File: src/rtl/exception_ctrl.sv
// exception_ctrl: multi-source exception/IRQ controller for the LEGv8 single-cycle datapath.
// It takes one synchronous exception plus NUM_SRC edge-captured IRQ lines, using fixed priority.
// There is no nesting, and ERET returns through ELR.
// Optional feature macro: EXC_VECTOR_EN gives a separate vector per cause
// (EVBASE + cause*VEC_STRIDE). When it is undefined, every cause vectors to EVBASE.
//
// state   | meaning
// RUN     | normal execution; a pending exception/IRQ is taken this cycle
// HANDLER | inside a handler; IRQs accumulate, Exc raises dfault, ERET returns
module exception_ctrl #(
  parameter int              N          = 64,
  parameter int              NUM_SRC    = 4,
  parameter logic [N-1:0]    EVBASE     = 'hD8,
  parameter logic [N-1:0]    VEC_STRIDE = 'h10
) (
  input  logic               clk,
  input  logic               reset,
  input  logic               Exc,
  input  logic [3:0]         EStatus,
  input  logic [NUM_SRC-1:0] irq,
  input  logic               ERet,
  input  logic [N-1:0]       NextPC,
  input  logic [N-1:0]       imem_addr,
  input  logic [N-1:0]       ALUBranch,
  input  logic [1:0]         EDataSel,
  output logic               EProc,
  output logic [N-1:0]       EVAddr,
  output logic [N-1:0]       PCBranch,
  output logic [N-1:0]       readData,
  output logic               ExcAck,
  output logic [NUM_SRC-1:0] irq_ack,
  output logic               in_handler,
  output logic               dfault
);

  typedef enum logic {RUN = 1'b0, HANDLER = 1'b1} state_t;

  state_t             state_q, state_d;
  logic [NUM_SRC-1:0] irq_q, pending_q, pending_d, rise, clr;
  logic [N-1:0]       elr_q, esr_q, err_q;
  logic               exc_ack_q, dfault_q;
  logic [NUM_SRC-1:0] irq_ack_q;
  logic               take, take_irq;
  logic [3:0]         irq_sel;

  assign rise = irq & ~irq_q;

  // Lowest-index pending IRQ; a synchronous exception pre-empts every IRQ.
  always_comb begin
    irq_sel = 4'd0;
    for (int k = NUM_SRC - 1; k >= 0; k--) begin
      if (pending_q[k]) irq_sel = 4'(k);
    end
    take     = (state_q == RUN) && (Exc || (|pending_q));
    take_irq = take && !Exc;
    clr      = '0;
    if (take_irq) clr[irq_sel] = 1'b1;
    // A new rise on the line being cleared keeps it pending.
    pending_d = (pending_q & ~clr) | rise;
  end

  // State register.
  always_ff @(posedge clk) begin
    if (reset) state_q <= RUN;
    else       state_q <= state_d;
  end

  // Next-state logic: enter on a take, leave on ERET.
  always_comb begin
    state_d = state_q;
    case (state_q)
      RUN:     if (take) state_d = HANDLER;
      HANDLER: if (ERet) state_d = RUN;
      default: state_d = RUN;
    endcase
  end

  // Combinational outputs: redirect, vector, return target, MRS read mux.
  always_comb begin
    EProc    = take;
    PCBranch = (state_q == HANDLER && ERet) ? elr_q : ALUBranch;
`ifdef EXC_VECTOR_EN
    if (Exc) EVAddr = EVBASE + N'(EStatus) * VEC_STRIDE;
    else     EVAddr = EVBASE + (N'(irq_sel) + N'(8)) * VEC_STRIDE;
`else
    EVAddr = EVBASE;
`endif
    case (EDataSel)
      2'b00:   readData = elr_q;
      2'b01:   readData = esr_q;
      2'b10:   readData = err_q;
      default: readData = N'(pending_q);
    endcase
  end

  // Saved context, edge capture, acknowledge pulses and the sticky double fault.
  always_ff @(posedge clk) begin
    if (reset) begin
      irq_q     <= '0;
      pending_q <= '0;
      elr_q     <= '0;
      esr_q     <= '0;
      err_q     <= '0;
      exc_ack_q <= 1'b0;
      irq_ack_q <= '0;
      dfault_q  <= 1'b0;
    end else begin
      irq_q     <= irq;
      pending_q <= pending_d;
      exc_ack_q <= take;
      irq_ack_q <= clr;
      if (take) begin
        elr_q <= NextPC;
        err_q <= imem_addr;
        if (Exc) esr_q <= N'(EStatus);
        else     esr_q <= {1'b1, {(N-5){1'b0}}, irq_sel};
      end
      if (state_q == HANDLER && Exc) dfault_q <= 1'b1;
    end
  end

  assign ExcAck     = exc_ack_q;
  assign irq_ack    = irq_ack_q;
  assign in_handler = (state_q == HANDLER);
  assign dfault     = dfault_q;

endmodule

File: config.mk
export PLATFORM = sky130hd
export DESIGN_NAME = exception_ctrl
export DESIGN_NICKNAME = d
export VERILOG_FILES = /design/src/rtl/exception_ctrl.sv
export SDC_FILE = /design/constraint.sdc
export NUM_CORES = 1
export LEC_CHECK = 0
export CAP_MARGIN = 20
export CORE_AREA = 2 2 156 158
export CTS_CLUSTER_SIZE = 25
export DETAILED_ROUTE_END_ITERATION = 10
export DIE_AREA = 0 0 158 160
export PLACE_DENSITY = 0.73
export SLEW_MARGIN = 20
export SYNTH_ARGS = -nofsm -noshare
export SYNTH_HDL_FRONTEND = slang
export SYNTH_SLANG_ARGS = --single-unit
File: constraint.sdc
create_clock -name clk -period 1.8 [get_ports clk]
set_clock_uncertainty 0.1 [all_clocks]
set_input_delay 0.36 -clock clk [delete_from_list [all_inputs] [get_ports clk]]
set_output_delay 0.36 -clock clk [all_outputs]
set_load 0.005 [all_outputs]
==> metrics list <==
* Initial detailed-routing violation count: 306
- Number of fillers in the final layout: 2050
- A synthesized cell averages between 9 and 10 um2.
* Pwr dens: between 700 and 800 mW/mm2
- Chip width: 158 um
* Number of iterations in the first detailed-routing pass: 4
- Cells with a size suffix above 1 make up around 26% of the layout.
- The path class of the tightest hold or removal check is input pin to flip-flop.
- Average via count per standard cell: 4.51
- In this run the power spent charging and discharging nets is about 2900 uW.
* Total wirelength of the detailed-routed design: ~28 mm
- Maximum fanout count along the critical path: 8
- No sink is reached through more buffers than the 2 on the longest clock path.
- Cell type contributing the most total cell area after synthesis: sky130_fd_sc_hd__dfxtp_1
* Post-synth EDFFs: 0
- Vertical die dimension: approximately 160 um
- Setup slack on the critical path of the routed design comes to -359 ps.
- Via count of the first global-routing pass: about 7.3k
* Max stage delay on crit path: roughly 350 ps
* DRC violations left: 0
* Root Buffer Master: sky130_fd_sc_hd__clkbuf_16
- Max Cap Violations: 0
* Tmin final: approximately 2200 ps
- Capturing element type of the critical path: output port
- Setup repair after global routing could not meet its margin everywhere.
- Total CTS buffers: 17
- Data arrives at the worst endpoint at between 1500 and 2000 ps.
- For this run, the top clock speed supported by timing is around 460 MHz.
* Most frequent cell on the critical path: sky130_fd_sc_hd__buf_12
- The number of hold-slack violations in the final timing report was 0.
- Most numerous cell in the Yosys netlist: sky130_fd_sc_hd__nand2b_1
- For this run, the post-layout net count is around 1.5k.
* Synth area leaders: sky130_fd_sc_hd__dfxtp_1 (34%), sky130_fd_sc_hd__mux2i_1 (22%), sky130_fd_sc_hd__nand2b_1 (19%)
- The die covers ~0.025 mm2.
- Synthesis instantiated 32 different standard cells from the library.
* Area share of the largest cell type after synthesis: ~34%
* Share of power burned in the clock network: about a third
- PortBufs: ~340
- Initial core utilization: a little over a third
* Clock slew at the register clock pins of the worst setup and hold paths: 60 ps
* Final non-filler cell area: ~0.014 mm2
- Of the total power, combinational logic draws 28.9%.
- Antenna fix cells: 0
* Slowest cell on crit path: sky130_fd_sc_hd__dfxtp_2
* Cts-stage hold buffer count: 0
- Number of levels the H-tree was split into: 4
* Internal power component: about 7500 uW
- Half-perimeter wire length of the detailed placement result: roughly 18 mm
- Count of standard-cell rows: 57
- Global-route wire length before repair: around 40 mm
- Net switching is 27.5% of the power.
* Average wire per cell in the routed design: 17.1 um
* GRT Residual Overflow: 0
* Vias: approximately 7.5k
* Violations in the final reports: setup timing
* Part of the Yosys area used for sequential elements: about a third
- The run finished, with violations left.
- For this design the top-level I/O count stands at 406.
- Synthesis produced a netlist whose cell count is just over 900.
- Most used DFF post-synth: sky130_fd_sc_hd__dfxtp_1
- The worst setup path is launched from a flip-flop.
* Placer Congestion: 0.794
* TritonCTS clock tree: built
* Antenna violations before repair: 0
* Antenna viol nets, final: 0
- Required time worst endpoint: between 1000 and 1500 ps
- Setup violations remaining at the end of the flow were counted as 69.
- Leakage power: between 0.006 and 0.007 uW
* Part of the total power dissipated in sequential elements: 36.7%
- From synthesis to final layout, the design area changed by 64.9%.
- Yosys synthesis warning count: 0
* Maximum number of pins on one net before global-route repair: approximately 80
* Cell chain of the critical path: nand2_4 -> buf_12 -> buf_12 -> buf_12 -> mux2_4 -> buf_6
- Crit Path Class: flip-flop to output port
- Synthesis inferred ~150 register bits.
* All-layer global routing usage: about a fifth
* Maximum vdd ir drop: about 0.00047 V
* Top cells by count, synth: sky130_fd_sc_hd__nand2b_1 (262), sky130_fd_sc_hd__mux2i_1 (189), sky130_fd_sc_hd__dfxtp_1 (148)
* Area of the placeable core: ~0.024 mm2
- Fraction of synthesis flops using an asynchronous set or reset pin: 0%
- The clock net in this run drives a total of 148 sinks.
* Share of the clock period used by the worst path: 120%
- The number of pins exceeding their max-slew limit in the final report was 0.
* Placed instance area: between 0.01 and 0.015 mm2
- The clock reaches the later pin of the worst-skew pair after around 400 ps.
- Total standard cell area after synthesis: approximately 0.0086 mm2
- Final total negative setup slack: -19280 ps
==> metrics by stage <==
step	instances	utilization, %	hold slack, ps	setup slack [ps]	power [uW]
final	1653	59.8	177	-359	10400
after global routing	1653	59.8	181	-412	10800
after CTS	1630	58.1	153	-455	10200
after floorplan	969	-	335	156	5140
after global placement	1557	52.3	354	-602	6340
after detailed placement	1557	52.3	360	-649	6370
==> critical path, delay by kind of cell (launching register included) <==
kind / cells / cell delay, ps
buf+inv: 4 / 540
mux: 1 / 310
simple gates: 1 / 80
flops: 1 / 350
==> flip-flops by register name (all words and copies together), names as in the netlist, 4 cells and up <==
signal	flops
irq_ack	4
pending_q	4
elr_q	64
irq_q	4
err_q	64
esr_q	5
==> final timing paths <==
| path | slack (ps) | start | cells after the start | endpoint |
|---|---|---|---|---|
| setup / recovery | -360 | in_handler | 6 | PCBranch[54] |
| hold / removal | 180 | reset | 2 | esr_q[2] |
| setup reg to reg | 50 | pending_q[2] | 8 | esr_q[63] |
| hold reg to reg | 370 | esr_q[1] | 1 | esr_q[1] |
==> layout make-up <==
| type | count | area, um2 | area share (%) |
|---|---|---|---|
| multi-input combinational | 689 | 5300 | 37.2 |
| clock inverter | 13 | 136 | 0.957 |
| tap | 324 | 405 | 2.84 |
| inverter | 2 | 12.5 | 0.0878 |
| sequential | 148 | 3020 | 21.2 |
| timing repair buffer | 458 | 4920 | 34.6 |
| clock buffer | 19 | 453 | 3.18 |
==> layer usage <==
metal | vias up | wire length [um] | track usage (%)
met1 | 3498 | 12000 | 25.8
met5 | - | 0 | 0
met4 | 0 | 344 | 5.08
met2 | 236 | 14300 | 36.7
met3 | 22 | 1690 | 4.61
li1 | 3694 | - | -
==> cell usage in the layout, fill, tap and decap left out, types with 5 or more instances in the layout <==
cell,count
sky130_fd_sc_hd__mux2i_1,186
sky130_fd_sc_hd__conb_1,64
sky130_fd_sc_hd__dfxtp_2,39
sky130_fd_sc_hd__buf_12,21
sky130_fd_sc_hd__inv_6,7
sky130_fd_sc_hd__dlygate4sd2_1,59
sky130_fd_sc_hd__nor2_1,66
sky130_fd_sc_hd__buf_6,77
sky130_fd_sc_hd__buf_2,17
sky130_fd_sc_hd__nand2b_1,262
sky130_fd_sc_hd__buf_16,8
sky130_fd_sc_hd__mux2_2,13
sky130_fd_sc_hd__dfxtp_1,107
sky130_fd_sc_hd__buf_8,5
sky130_fd_sc_hd__clkdlybuf4s50_1,206
sky130_fd_sc_hd__mux2_4,51
sky130_fd_sc_hd__buf_4,52
sky130_fd_sc_hd__nor2b_1,5
sky130_fd_sc_hd__clkbuf_16,26
sky130_fd_sc_hd__a21oi_1,9
==> timing repair <==
| item | in CTS | in global routing |
|---|---|---|
| endpoints found under the hold margin | 0 | 0 |
| resized for setup | 518 | 33 |
| endpoints found under the setup margin | 131 | 177 |
| setup buffers | 33 | 17 |
| pin swaps | 4 | 0 |
| cloned | 9 | 9 |
==> power by group through the flow <==
stage	Clock [uW]	Combinational, uW	Sequential (uW)
after floorplan	0	1350	3790
after global placement	0	2470	3870
after detailed placement	0	2500	3870
after CTS	3670	2770	3810
after global routing	3790	3210	3850
final	3570	3000	3820
==> cells by family (layout without fill, tap and decap cells) <==
| family | after synthesis | after routing | synth area share, % |
|---|---|---|---|
| mux | 257 | 257 | 31.3 |
| other cells | 2 | 64 | 0.0869 |
| buf+inv | 132 | 492 | 9.63 |
| compound gates | 21 | 21 | 1.48 |
| flops | 148 | 148 | 34.3 |
| simple gates | 347 | 347 | 23.2 |
No activity file was read; power rests on OpenSTA's default activity.
